$ cat src/rtl/dmem_dump_pkg.sv
// Shared types and constants for the data-memory dump controller.
// Imported by the controller top and its helpers.
package dmem_dump_pkg;

  typedef enum logic [2:0] {
    IDLE,
    QUIESCE,
    READ,
    DRAIN,
    DONE
  } state_e;

  localparam int WORD_BYTES = 4;
  localparam int CNT_W = 16;
  localparam logic [31:0] DEF_BASE_ADDR = 32'h1001_0000;

endpackage

$ cat src/rtl/dump_fifo2.sv
// Two-entry synchronous FIFO buffering words returned by the data memory.
// Head word is visible combinationally on rdata_o.
module dump_fifo2 #(
  parameter int W = 32
) (
  input  logic         CLK,
  input  logic         RST_n,
  input  logic         push_i,
  input  logic [W-1:0] wdata_i,
  input  logic         pop_i,
  output logic [W-1:0] rdata_o,
  output logic         full_o,
  output logic         empty_o
);

  logic [W-1:0] mem_q [2];
  logic         wr_ptr_q;
  logic         rd_ptr_q;
  logic [1:0]   cnt_q;
  logic         do_push;
  logic         do_pop;

  assign empty_o = (cnt_q == 2'd0);
  assign full_o  = (cnt_q == 2'd2);
  assign do_pop  = pop_i && !empty_o;
  // A pop in the same cycle frees the slot being written.
  assign do_push = push_i && (!full_o || do_pop);
  assign rdata_o = mem_q[rd_ptr_q];

  always_ff @(posedge CLK or negedge RST_n) begin
    if (!RST_n) begin
      mem_q[0] <= '0;
      mem_q[1] <= '0;
      wr_ptr_q <= 1'b0;
      rd_ptr_q <= 1'b0;
      cnt_q    <= 2'd0;
    end else begin
      if (do_push) begin
        mem_q[wr_ptr_q] <= wdata_i;
        wr_ptr_q        <= ~wr_ptr_q;
      end
      if (do_pop) begin
        rd_ptr_q <= ~rd_ptr_q;
      end
      cnt_q <= cnt_q + {1'b0, do_push} - {1'b0, do_pop};
    end
  end

endmodule

$ cat src/rtl/dmem_dump_ctrl.sv
// Data-memory dump controller: passes datapath accesses through while idle,
// then streams NUM_WORDS words from BASE_ADDR upward to the file sink.
module dmem_dump_ctrl
  import dmem_dump_pkg::*;
#(
  parameter int                DATA_W    = 32,
  parameter int                ADDR_W    = 32,
  parameter logic [ADDR_W-1:0] BASE_ADDR = ADDR_W'(DEF_BASE_ADDR),
  parameter int                NUM_WORDS = 256,
  parameter int                RD_LAT    = 1
) (
  input  logic              CLK,
  input  logic              RST_n,
  input  logic              start,
  input  logic              dut_rd,
  input  logic              dut_wr,
  input  logic [ADDR_W-1:0] dut_addr,
  input  logic [DATA_W-1:0] dut_wdata,
  output logic              mem_rd,
  output logic              mem_wr_n,
  output logic [ADDR_W-1:0] mem_addr,
  output logic [DATA_W-1:0] mem_wdata,
  input  logic [DATA_W-1:0] mem_rdata,
  input  logic              snk_ready,
  output logic              snk_en,
  output logic [DATA_W-1:0] snk_data,
  output logic              busy,
  output logic              done
);

  localparam logic [CNT_W-1:0] LAST = CNT_W'(NUM_WORDS - 1);

  state_e            state_q, state_d;
  logic [CNT_W-1:0]  cnt_q, cnt_d;
  logic [ADDR_W-1:0] addr_q, addr_d;
  logic [ADDR_W-1:0] next_addr;
  logic [RD_LAT-1:0] vld_q, vld_d;
  logic [1:0]        outst;
  logic [1:0]        occ;
  logic              can_issue;
  logic              issue;
  logic              push;
  logic              pop;
  logic              fifo_full;
  logic              fifo_empty;

  assign next_addr = BASE_ADDR
                   + ADDR_W'(cnt_q) * ADDR_W'(WORD_BYTES);

  if (RD_LAT == 1) begin : g_lat1
    assign vld_d = issue;
  end else begin : g_latn
    assign vld_d = {vld_q[RD_LAT-2:0], issue};
  end

  assign push = vld_q[RD_LAT-1];

  always_comb begin
    outst = 2'd0;
    for (int i = 0; i < RD_LAT; i++) begin
      outst = outst + {1'b0, vld_q[i]};
    end
  end

  assign occ    = fifo_full ? 2'd2 : {1'b0, !fifo_empty};
  assign pop    = !fifo_empty && snk_ready;
  assign snk_en = pop;

  // A word leaving the FIFO this cycle frees a credit, which keeps
  // the stream at one word per cycle when the sink never stalls.
  assign can_issue = ({1'b0, outst} + {1'b0, occ})
                   < (3'd2 + {2'b0, pop});

  dump_fifo2 #(
    .W(DATA_W)
  ) u_fifo (
    .CLK    (CLK),
    .RST_n  (RST_n),
    .push_i (push),
    .wdata_i(mem_rdata),
    .pop_i  (pop),
    .rdata_o(snk_data),
    .full_o (fifo_full),
    .empty_o(fifo_empty)
  );

  always_ff @(posedge CLK or negedge RST_n) begin
    if (!RST_n) begin
      state_q <= IDLE;
      cnt_q   <= '0;
      addr_q  <= '0;
      vld_q   <= '0;
    end else begin
      state_q <= state_d;
      cnt_q   <= cnt_d;
      addr_q  <= addr_d;
      vld_q   <= vld_d;
    end
  end

  always_comb begin
    state_d   = state_q;
    cnt_d     = cnt_q;
    addr_d    = addr_q;
    issue     = 1'b0;
    mem_rd    = 1'b0;
    mem_wr_n  = 1'b1;
    mem_addr  = addr_q;
    mem_wdata = '0;
    unique case (state_q)
      IDLE: begin
        mem_rd    = dut_rd;
        mem_wr_n  = ~dut_wr;
        mem_addr  = dut_addr;
        mem_wdata = dut_wdata;
        if (start) state_d = QUIESCE;
      end
      QUIESCE: begin
        cnt_d   = '0;
        state_d = READ;
      end
      READ: begin
        if (can_issue) begin
          issue    = 1'b1;
          mem_rd   = 1'b1;
          mem_addr = next_addr;
          addr_d   = next_addr;
          cnt_d    = cnt_q + CNT_W'(1);
          if (cnt_q == LAST) state_d = DRAIN;
        end
      end
      DRAIN: begin
        // Leave as the final word is popped so done follows it directly.
        if (outst == 2'd0
            && (fifo_empty || (!fifo_full && pop))) begin
          state_d = DONE;
        end
      end
      DONE: begin
        if (start) state_d = QUIESCE;
      end
      default: state_d = IDLE;
    endcase
  end

  assign busy = (state_q == QUIESCE)
             || (state_q == READ)
             || (state_q == DRAIN);
  assign done = (state_q == DONE);

endmodule
$ cat config.mk
export PLATFORM = sky130hd
export DESIGN_NAME = dmem_dump_ctrl
export DESIGN_NICKNAME = d
export VERILOG_FILES = /design/src/rtl/dmem_dump_pkg.sv /design/src/rtl/dump_fifo2.sv /design/src/rtl/dmem_dump_ctrl.sv
export SDC_FILE = /design/constraint.sdc
export NUM_CORES = 1
export LEC_CHECK = 0
export BUFFER_PORTS_ARGS = -buffer_cell sky130_fd_sc_hd__buf_2
export CAP_MARGIN = 20
export CORE_ASPECT_RATIO = 0.75
export CORE_MARGIN = 2
export CORE_UTILIZATION = 51
export DETAILED_ROUTE_END_ITERATION = 12
export GPL_TIMING_DRIVEN = 0
export PLACE_DENSITY = 0.81
export SLEW_MARGIN = 10
export SYNTH_ARGS = -nofsm -noshare
export SYNTH_HDL_FRONTEND = slang
export SYNTH_SLANG_ARGS = --single-unit
$ cat constraint.sdc
create_clock -name CLK -period 3.1 [get_ports CLK]
set_clock_uncertainty 0.1 [all_clocks]
set_input_delay 0.62 -clock CLK [delete_from_list [all_inputs] [get_ports CLK]]
set_output_delay 0.62 -clock CLK [all_outputs]
set_load 0.1 [all_outputs]
# --- After elaboration in Yosys (flattened, before gate mapping) ---
# Index checks and enable logic that the tools add are counted.
op_classes:
  n_eq_ne: 10
  n_addsub: 6
  mux: 21
  bitwise_logic: 5
  reduce_logical: 19
  magnitude_cmp: 4
ops:
  columns: ["cell", "count"]
  rows:
  - ["32-bit 2-to-1 mux", 6]
  - ["64-bit bitwise mux", 1]
  - ["32-bit one-hot mux with 2 select lines", 1]
  - ["32-bit demux with 1-bit select", 1]
  - ["16-bit one-hot mux with 2 select lines", 1]
  - ["29-bit by 18-bit adder with 30-bit output (first input constant)", 1]
  - ["16-bit by 1-bit adder with 16-bit output (second input constant)", 1]
  - ["16-bit by 8-bit equality test with 1-bit output (second input constant)", 1]
  - ["16-bit 2-to-1 mux", 1]
  - ["3-bit 2-to-1 mux", 4]
  - ["3-bit one-hot mux with 4 select lines", 1]
  - ["3-bit by 2-bit equality test with 1-bit output (second input constant)", 2]
  - ["1-bit logical AND", 6]
  - ["2-bit != test (second input constant)", 3]
  - ["2-bit greater-or-equal comparator (second input constant)", 2]
  - ["2-bit zero test", 2]
  - ["1-bit logical OR", 4]
  - ["1-bit inverter with 2-bit output", 2]
  - ["4-bit AND reduction", 1]
  - ["1-bit by 2-bit adder with 3-bit output", 1]
  - ["2-bit by 1-bit adder with 3-bit output (first input constant)", 1]
  - ["3-bit by 1-bit equality test with 1-bit output (second input constant)", 1]
  - ["3-bit equality test (second input constant)", 1]
  - ["3-bit zero test", 1]
  - ["other kinds (14)", 19]
totals:
  in_bits: 102
  reg_bits: 120

# --- Depth between registers and ports, before layout ---
# Gate-level depths: netlist (run 1).
logic_depth:
  word_depth: 8
  depth_mapped: 9

# --- Hierarchy ---
# A second synthesis (run 1) with hierarchy kept.
hier_totals:
  cells_unflattened: 522
  area_unflattened_um2: 6150.9
modules_own_cells:
  columns: ["module", "seq_area_each_um2", "cells_each", "area_each_um2", "instances"]
  rows:
  - ["dump_fifo2", 1701.6, 195, 3230.6, 1]
  - ["dmem_dump_ctrl", 1301.2, 327, 2920.3, 1]

# --- Worst setup path after synthesis (run 1) ---
# Ideal clock, no wire load.
synth_timing:
  kind: "flip-flop to output port"
  startpoint: "reg u_fifo.cnt_q[0]"
  endpoint: "out mem_addr[14]"
  setup_slack_ps: -792
  arrival_time_ps: 3172
  required_time_ps: 2380
  path_buffers: 2
  path_stages_with_launch: 8
  cell_sequence: "dfrtp_1 -> clkbuf_1 -> ha_1 -> nor2b_1 -> clkbuf_2 -> o22ai_1 -> a21oi_1 -> a2bb2oi_1"
synth_between:
  elab_chain_len: 7
synth_lines:
  columns: ["element", "line_no", "source"]
  rows:
  - ["start, declared", "dump_fifo2.sv:19", "logic [1:0] cnt_q;"]
  - ["start signal, assigned", "dump_fifo2.sv:45", "cnt_q <= cnt_q + {1'b0, do_push} - {1'b0, do_pop};"]
  - ["2-bit zero test", "dump_fifo2.sv:23", "assign empty_o = (cnt_q == 2'd0);"]
  - ["1-bit zero test", "dmem_dump_ctrl.sv:65, dmem_dump_ctrl.sv:66", null]
  - ["2-bit 2-to-1 mux or 1-bit logical AND (tied branches)", "dmem_dump_ctrl.sv:65, dmem_dump_ctrl.sv:66", null]
  - ["1-bit by 2-bit adder with 3-bit output or 2-bit by 1-bit adder with 3-bit output (tied branches)", "dmem_dump_ctrl.sv:71, dmem_dump_ctrl.sv:72", null]
  - ["3-bit < comparator *", "dmem_dump_ctrl.sv:72", "< (3'd2 + {2'b0, pop});"]
  - ["32-bit 2-to-1 mux *", "dmem_dump_ctrl.sv:123", "if (can_issue) begin"]
  - ["32-bit one-hot mux with 2 select lines *", "dmem_dump_ctrl.sv:110", "unique case (state_q)"]
  - ["end, declared", "dmem_dump_ctrl.sv:21", "output logic [ADDR_W-1:0] mem_addr,"]
# Every way passes the cells marked *; elsewhere a longest branch is shown, timed or not.

# --- Worst setup path in the final report (run 1) ---
layout_timing:
  startpoint: "reg u_fifo.cnt_q[0]"
  endpoint: "out mem_addr[5]"
# The elaborated chain is that of the path after synthesis.

==> impl_metrics.json, run 1 <==
{
  "async_reset_ff_share_pct": 100,
  "syn2layout_area_growth_pct": 46.5,
  "final_net_count": 842,
  "yosys.cell_types.count": 44,
  "layout-drive-gt1-share_pct": 57.4,
  "syn_nets": 611,
  "die-height_um": 97.3,
  "num_io_pins": 203,
  "clock_latency_ns": 0.41,
  "dpl.cell_count": 850,
  "htree_levels": 4,
  "critPathCapture": "mem_addr[5]",
  "worstSetupStartpoint": "u_fifo.cnt_q[0]",
  "fin_crit_ns": 3.11,
  "start_kind": "register",
  "r2r_cells": 8,
  "critical-path-max-stage-delay_ns": 0.38,
  "layout_common_cells": "buf_2, dfrtp_1, mux2_2",
  "cp_max_fo": 8,
  "reg2reg_to": "addr_q[18]",
  "grt_antenna_before_repair": 0,
  "endpoint_kind": "output pin",
  "grt_pass1_vias": 5363,
  "ys_seq_elements": 120,
  "postCtsHoldBufs": 0,
  "slew_headroom_pct": 54.0,
  "portBuffers": 202,
  "dieWidth_um": 128,
  "finalCritPeriodShare_pct": 100,
  "dr.pass1.iters": 4,
  "violations": "setup timing",
  "cpLargestDelayFamily": "compound AO/OA/AOI/OAI gates",
  "syn_area_sq_um": 5920,
  "layout.cells.non_filler": 891,
  "drv_cap": 0,
  "cts_tree": "done",
  "grt_pass1_wl_mm": 27.1,
  "root_buffer": "clkbuf_16",
  "coreArea_sq_um": 11400,
  "cp_slowest_cell": "dfrtp_1",
  "finalSetupViolations": 3,
  "clock_path_buffers": 2,
  "grt_max_degree": 77,
  "hold_path.class": "in2async",
  "start_util_pct": 51.8,
  "dp_hpwl_mm": 11.4,
  "netlist_instances": 503,
  "ys.flop_type": "dfrtp_1",
  "ant_nets": 0,
  "cp_data_arrival_time_ns": 2.39,
  "r2r_slack_ns": 0.50,
  "grt.overflow.total": 0,
  "clk_pin_slew_ns": 0.06,
  "remaining_drc_errors": 0,
  "status": "finished, violations left",
  "synth-edff-count": 0,
  "fill_cells": 701,
  "antenna_cells": 0,
  "routedWlPerCell_um": 18.9,
  "clock-sinks": 120,
  "drtIter0Drc": 330,
  "slew_violations": 0,
  "worstPathRequired_ns": 2.38,
  "rsz0062_at_grt": "true",
  "crit_type": "reg2out",
  "yosysSeqAreaShare_pct": 50.7,
  "timing.critical_path.cells": "clkbuf_2, ha_4, nor2b_4, buf_4, o221ai_4, o22ai_1, a2bb2oi_2, buf_12",
  "finalHoldViolCount": 0,
  "cp.depth": 8,
  "rr_startpoint": "u_fifo.cnt_q[0]",
  "vias": 5171,
  "routed_wl_mm": 16.9,
  "yosysWarningCount": 0,
  "cts_buffers": 17,
  "critPathBufInv": 3,
  "dieArea_sq_um": 12500,
  "num_rows": 34,
  "final_common_cell": "buf_2",
  "avgSynthCellArea_sq_um": 11.8,
  "grt_usage_pct": 27.5,
  "place_congestion": 0.826,
  "fmax_ghz": 0.322,
  "setup_ws_ns": -0.00785,
  "vias_per_cell": 5.80,
  "worst_pin_slew_ns": 0.686
}
-- how the worst min path moves through the flow --
stage                       end  depth (start not counted)       start  slack, ns
2_1_floorplan         addr_q[0]                          0       RST_n       0.22
3_3_place_gp         addr_q[28]                          1  addr_q[28]       0.35
3_5_place_dp         addr_q[28]                          1  addr_q[28]       0.36
4_1_cts        u_fifo.mem_q[30]                          1       RST_n       0.03
5_1_grt        u_fifo.mem_q[30]                          1       RST_n       0.03
6_report       u_fifo.mem_q[30]                          1       RST_n       0.02
-- per-stage QoR --
stage / TNS [ns] / setup slack, ns / area (sq um) / hold slack, ns / util, %
3_5_place_dp: -6.73 / -0.293 / 7370 / 0.360 / 64.4
3_3_place_gp: -13.60 / -0.220 / 7340 / 0.355 / 64.1
6_report: -0.00970 / -0.00785 / 8670 / 0.0170 / 75.8
2_1_floorplan: -0.894 / -0.224 / 6150 / 0.224 / -
5_1_grt: -1.70 / -0.0992 / 8670 / 0.0301 / 75.8
4_1_cts: -0.0658 / -0.0141 / 8450 / 0.0272 / 73.9
-- state kept, by name (all words and copies together), names as in the netlist --
name and cells:
push 1, state_q 3, u_fifo.rd_ptr_q 1, addr_q 32, u_fifo.wr_ptr_q 1, u_fifo.cnt_q 2, u_fifo.mem_q 64, cnt_q 16
-- synthesized netlist by cell type (2+ instances only) --
cell       number  share of area (%)
dfrtp_1       120                 51
mux2_2        112                 21
and3_1         33                3.5
o22ai_1        27                2.9
clkbuf_1       23                1.5
a21oi_1        20                1.7
nand2_1        19                1.2
and2_1         17                1.8
a22o_1         14                2.1
buf_2          14                1.2
inv_1          10               0.63
nand3_1         9               0.76
o31ai_1         9                1.1
a2bb2oi_1       8                1.2
o21ai_0         7               0.59
ha_1            6                1.3
nor2_1          6               0.38
or4_1           6               0.76
nand4_1         4               0.42
or3_1           4               0.42
xnor2_1         3               0.44
and4_1          2               0.30
nand2b_1        2               0.21
nor3_1          2               0.17
nor3b_1         2               0.25
o211ai_1        2               0.25
o21a_1          2               0.25
o21ai_1         2               0.17
o221ai_1        2               0.30
or2_2           2               0.21
-- what timing repair did --
item / CTS / global route
setup buffers: 6 / 4
endpoints found under the setup margin: 36 / 35
pin swaps: 3 / 7
cloned: 1 / 0
gates resized for setup: 109 / 50
-- final cells by class --
type,instances,area (sq um),share of cell area [%]
multi-input cells,335,3110,35.9
well taps,144,180,2.08
clock buffers,17,425,4.90
flip-flops and latches,120,3000,34.6
inverters,10,37.5,0.433
clock inverters,15,165,1.90
plain buffers,36,185,2.13
repair buffers,214,1570,18.1
-- metal layers --
metal  track usage [%]  part of all wire [%]  vias to the layer above
met5                 0                     0                        -
met1              35.3                    42                     2606
met4              7.02                  0.97                        0
met2              45.1                    51                      207
li1                  -                     -                     2338
met3              9.03                   6.4                       20
-- cell families (layout without fill, tap and decap cells) --
group | Yosys count | in the layout | synth area share [%]
buffers and inverters | 48 | 292 | 3.36
DFF | 120 | 120 | 50.7
muxes | 113 | 113 | 21.5
and+or+nand+nor | 113 | 113 | 11.2
AOI/OAI and AO/OA | 99 | 99 | 11.4
adders and majority gates | 6 | 6 | 1.27
xor gates and xnor gates | 4 | 4 | 0.592
Power of run 1 is left out: the tool's default activity adds up to more than one toggle a clock period on the data nets, which glitch-free logic cannot reach.
==> run 2, diff against run 1 <==
--- a/config.mk
+++ b/config.mk
@@ -5,14 +5,14 @@
 export SDC_FILE = /design/constraint.sdc
 export NUM_CORES = 1
 export LEC_CHECK = 0
-export BUFFER_PORTS_ARGS = -buffer_cell sky130_fd_sc_hd__buf_2
 export CAP_MARGIN = 20
 export CORE_ASPECT_RATIO = 0.75
 export CORE_MARGIN = 2
-export CORE_UTILIZATION = 51
+export CORE_UTILIZATION = 64
 export DETAILED_ROUTE_END_ITERATION = 12
+export DONT_BUFFER_PORTS = 1
 export GPL_TIMING_DRIVEN = 0
-export PLACE_DENSITY = 0.81
+export PLACE_DENSITY = 0.8
 export SLEW_MARGIN = 10
 export SYNTH_ARGS = -nofsm -noshare
 export SYNTH_HDL_FRONTEND = slang
==> run 2 against run 1 <==
Compared with the run above: the flow finishes with violations (hold timing, setup timing); worst hold slack worse by 0.21 ns; routed wire length is 5.7% higher; first-iteration DRC count is 26% higher; utilization is 10 points higher; global-route usage is 7.1 points higher; sequential share of layout area is 4.2 points higher; register-to-register slack worse by 0.18 ns; final area is 11% lower; critical path depth is 1 lower; sequential cell count stayed put; count of clock-buffer cells in the layout is 4 higher; cell count is 25% lower.
==> impl_metrics.json, run 2 (synthesis results as in run 1) <==
{
  "root_buffer": "clkbuf_16",
  "cts_tree": "done",
  "rsz0062_at_grt": "true",
  "cp_data_arrival_time_ns": 2.59,
  "finalSetupViolations": 30,
  "vias": 4616,
  "clock_path_buffers": 2,
  "dieArea_sq_um": 10000,
  "grt_pass1_vias": 4678,
  "routedWlPerCell_um": 26.7,
  "clock-sinks": 120,
  "finalCritPeriodShare_pct": 107,
  "worstPathRequired_ns": 2.38,
  "grt_pass1_wl_mm": 26.0,
  "setup_ws_ns": -0.210,
  "start_kind": "register",
  "syn2layout_area_growth_pct": 30.6,
  "final_common_cell": "dfrtp_1",
  "vias_per_cell": 6.90,
  "drv_cap": 0,
  "place_congestion": 0.872,
  "htree_levels": 4,
  "drtIter0Drc": 417,
  "cts_buffers": 17,
  "clock_latency_ns": 0.41,
  "grt.overflow.total": 0,
  "finalHoldViolCount": 120,
  "top_register": "u_fifo.mem_q",
  "grt_usage_pct": 34.6,
  "worst_pin_slew_ns": 0.982,
  "layout_common_cells": "dfrtp_1, mux2_2, and3_2",
  "final_net_count": 651,
  "largest_reg_flops": 64,
  "num_io_pins": 203,
  "layout-drive-gt1-share_pct": 50.2,
  "fin_crit_ns": 3.31,
  "dr.pass1.iters": 5,
  "grt_antenna_before_repair": 1,
  "slew_violations": 0,
  "coreArea_sq_um": 9010,
  "slew_headroom_pct": 35.0,
  "worstSetupStartpoint": "u_fifo.cnt_q[0]",
  "dp_hpwl_mm": 10.8,
  "cp_max_fo": 5,
  "worst_hold_slack_ns": -0.193,
  "portBuffers": 0,
  "ant_nets": 0,
  "num_rows": 30,
  "rr_startpoint": "u_fifo.cnt_q[0]",
  "die-height_um": 87.3,
  "fill_cells": 417,
  "grt_max_degree": 121,
  "routed_wl_mm": 17.8,
  "reg_top3": "u_fifo.mem_q: 64 flops, addr_q: 32 flops, cnt_q: 16 flops",
  "violations": "hold timing, setup timing",
  "start_util_pct": 65.8,
  "hold_path.class": "in2async",
  "endpoint_kind": "output pin",
  "clk_pin_slew_ns": 0.06,
  "dieWidth_um": 115,
  "fmax_ghz": 0.302,
  "crit_type": "reg2out",
  "remaining_drc_errors": 0,
  "status": "finished, violations left"
}
[run 2: cell types whose count changed in the layout (fill, tap and decap cells not counted), moves of 4 or more]
| cell | change |
|---|---|
| a22o_2 | -11 |
| a22o_4 | +11 |
| and3_1 | -32 |
| and3_2 | +30 |
| buf_12 | -19 |
| buf_2 | -169 |
| buf_6 | -4 |
| buf_8 | -6 |
| bufinv_16 | +4 |
| clkinv_4 | -4 |
| inv_6 | -5 |
| o22ai_1 | -7 |
| o22ai_4 | +4 |
[run 2: final timing paths]
check                      depth (start not counted)  slack [ns]              end
max reg2reg                                        8        0.32        addr_q[3]
min in group CLK                                   1        0.22       state_q[2]
max                                                7       -0.21     mem_addr[15]
max in group asynchronous                          0        2.98         cnt_q[3]
min reg2reg                                        1        0.37       addr_q[28]
min                                                0       -0.19  u_fifo.mem_q[1]
[run 2: cell type report]
cell class                      instances  area [sq um]  share of cell area, %
Sequential cell                       120          3000                   38.8
Buffer                                 37           203                   2.62
Clock buffer                           21           480                   6.21
Antenna cell                            1          2.50                 0.0324
Inverter                               10          41.3                  0.534
Multi-Input combinational cell        336          3380                   43.7
Tap cell                              112           140                   1.81
Clock inverter                         11           216                   2.80
Timing Repair Buffer                   21           270                   3.49
[run 2: timing repair]
| action | in CTS | in global routing |
|---|---|---|
| gates cloned | 1 | 1 |
| hold endpoints to repair | 120 | 120 |
| setup buffers | 6 | 7 |
| pin swaps | 17 | 21 |
| endpoints found under the setup margin | 66 | 45 |
| gates resized for setup | 79 | 40 |
[run 2: routing by layer]
| metal | part of all wire (%) | GRT usage (%) |
|---|---|---|
| met5 | 0 | 0 |
| met3 | 11 | 13.6 |
| met2 | 50 | 55.5 |
| met4 | 3.8 | 14.6 |
| met1 | 36 | 42.0 |
[run 2: stage by stage]
| step | setup TNS (ns) | instance area [sq um] | instances | worst slack (ns) | util [%] |
|---|---|---|---|---|---|
| floorplan | -0.894 | 6150 | 503 | -0.224 | - |
| global placement | -7.16 | 6290 | 615 | -0.470 | 69.8 |
| detailed placement | -7.58 | 6420 | 622 | -0.499 | 71.3 |
| CTS | -2.05 | 7540 | 660 | -0.118 | 83.7 |
| global route | -5.94 | 7730 | 669 | -0.261 | 85.8 |
| finish | -4.04 | 7730 | 669 | -0.210 | 85.8 |
[run 2: worst max-delay path, cell delays in order (launching register included)]
cell and delay, ns:
dfrtp_1 0.39, clkbuf_2 0.13, ha_4 0.23, nor3b_4 0.26, o22a_1 0.26, buf_6 0.17
o22ai_1 0.14, a21oi_4 0.62
Power of run 2 is left out for the same reason.
==> run 3, diff against run 2 <==
--- a/config.mk
+++ b/config.mk
@@ -8,11 +8,11 @@
 export CAP_MARGIN = 20
 export CORE_ASPECT_RATIO = 0.75
 export CORE_MARGIN = 2
-export CORE_UTILIZATION = 64
+export CORE_UTILIZATION = 65
 export DETAILED_ROUTE_END_ITERATION = 12
 export DONT_BUFFER_PORTS = 1
 export GPL_TIMING_DRIVEN = 0
-export PLACE_DENSITY = 0.8
+export PLACE_DENSITY = 0.81
 export SLEW_MARGIN = 10
 export SYNTH_ARGS = -nofsm -noshare
 export SYNTH_HDL_FRONTEND = slang
==> constraint.sdc (replaced) <==
create_clock -name CLK -period 4.2 [get_ports CLK]
set_clock_uncertainty 0.1 [all_clocks]
set_input_delay 0.84 -clock CLK [delete_from_list [all_inputs] [get_ports CLK]]
set_output_delay 0.84 -clock CLK [all_outputs]
set_load 0.1 [all_outputs]
==> run 3 against run 2 <==
Compared with the run above: the run ends with setup timing left; critical path depth shrank 1; first-iteration DRC count shrank 35%; die area shrank 1.5%.
==> impl_metrics.json, run 3 (synthesis results as in run 1) <==
{
  "status": "finished, violations left",
  "violations": "setup timing",
  "coreArea_sq_um": 8930,
  "place_congestion": 0.836,
  "dp_slack_ns": 0.101,
  "start_kind": "register",
  "hold_path.class": "in2async",
  "met3_length_mm": 1.44,
  "layout_common_cells": "dfrtp_1, mux2_2, and3_1",
  "grt_pass1_wl_mm": 24.1,
  "grt.overflow.total": 0,
  "finalCritPeriodShare_pct": 102,
  "fin_crit_ns": 4.29,
  "postCtsSetupBuffers": 0,
  "clock_path_buffers": 2,
  "crit_type": "reg2out",
  "drtIter0Drc": 272,
  "dieWidth_um": 114,
  "portBuffers": 0,
  "slew_headroom_pct": 22.5,
  "rr_startpoint": "u_fifo.cnt_q[0]",
  "worst_pin_slew_ns": 1.16,
  "cp_data_arrival_time_ns": 3.35,
  "largest_reg_flops": 64,
  "grt_antenna_before_repair": 2,
  "fmax_ghz": 0.233,
  "final_util_pct": 79.7,
  "num_rows": 30,
  "routed_wl_mm": 16.7,
  "dp_hpwl_mm": 11.3,
  "dpl.cell_count": 623,
  "grt_pass1_vias": 4499,
  "cp_max_fo": 8,
  "final_net_count": 639,
  "num_io_pins": 203,
  "tns_ns": -0.179,
  "top_layer": "met4",
  "top_register": "u_fifo.mem_q",
  "rsz0062_at_grt": "true",
  "worstSetupStartpoint": "u_fifo.cnt_q[0]",
  "cts_buffers": 17,
  "finalHoldViolCount": 0,
  "endpoint_kind": "output pin",
  "die-height_um": 86.7,
  "clock-sinks": 120,
  "routedWlPerCell_um": 25.4,
  "finalSetupViolations": 2,
  "clock_latency_ns": 0.42,
  "grt_usage_pct": 32.9,
  "vias": 4462,
  "postCtsHoldBufs": 0,
  "final_common_cell": "dfrtp_1",
  "htree_levels": 4,
  "wl_met1_mm": 6.12,
  "dr.pass1.iters": 5,
  "reg_top3": "u_fifo.mem_q: 64 flops, addr_q: 32 flops, cnt_q: 16 flops",
  "remaining_drc_errors": 0,
  "cts_tree": "done",
  "dieArea_sq_um": 9900,
  "layout.cells.non_filler": 658,
  "slew_violations": 0,
  "vias_per_cell": 6.78,
  "ant_nets": 0,
  "worstPathRequired_ns": 3.26,
  "grt_max_degree": 121,
  "setup_ws_ns": -0.0906,
  "syn2layout_area_growth_pct": 20.2,
  "drv_cap": 0,
  "wl_met2_mm": 8.65,
  "clk_pin_slew_ns": 0.06,
  "layout-drive-gt1-share_pct": 38.2,
  "root_buffer": "clkbuf_16",
  "start_util_pct": 66.3
}
run 3: cell type report:
| class | count | area (sq um) |
|---|---|---|
| Multi-Input combinational cell | 335 | 3010 |
| Sequential cell | 120 | 3000 |
| Fill cell | 520 | 1820 |
| Clock buffer | 17 | 425 |
| Timing Repair Buffer | 9 | 191 |
| Buffer | 38 | 163 |
| Clock inverter | 15 | 144 |
| Tap cell | 112 | 140 |
| Inverter | 10 | 37.5 |
| Antenna cell | 2 | 5.00 |
run 3: metrics by stage:
step / instance area, sq um / hold slack [ns]
floorplan: 5920 / 0.335
global placement: 6060 / 0.351
detailed placement: 6310 / 0.359
CTS: 6950 / 0.00976
global route: 7120 / -0.00180
finish: 7120 / 0.0128
run 3: final timing paths:
check	cells past startpoint	endpoint	slack [ns]
worst max-delay path	6	mem_addr[6]	-0.09
worst min-delay path	0	u_fifo.mem_q[44]	0.01
worst max register to register	8	addr_q[17]	1.41
worst min register to register	1	addr_q[28]	0.37
max in group asynchronous	0	u_fifo.mem_q[37]	3.84
min in group CLK	1	addr_q[28]	0.37
run 3: worst max-delay path: stages, from the launching register on:
cell	delay (ns)
dfrtp_1	0.42
clkbuf_1	0.12
ha_1	0.33
nor3b_4	0.30
o22ai_1	0.14
a21oi_2	0.71
a2bb2oi_2	0.90
run 3: repair_timing:
action,4_1_cts,5_1_grt
resized for setup,18,22
cloned,0,0
endpoints found under the setup margin,24,27
run 3: metal layers:
metal	up-vias	GRT usage [%]
met5	-	0
met4	0	12.7
met3	45	11.2
met2	231	56.1
met1	2257	39.0
li1	1929	-
Power of run 3 is left out for the same reason.
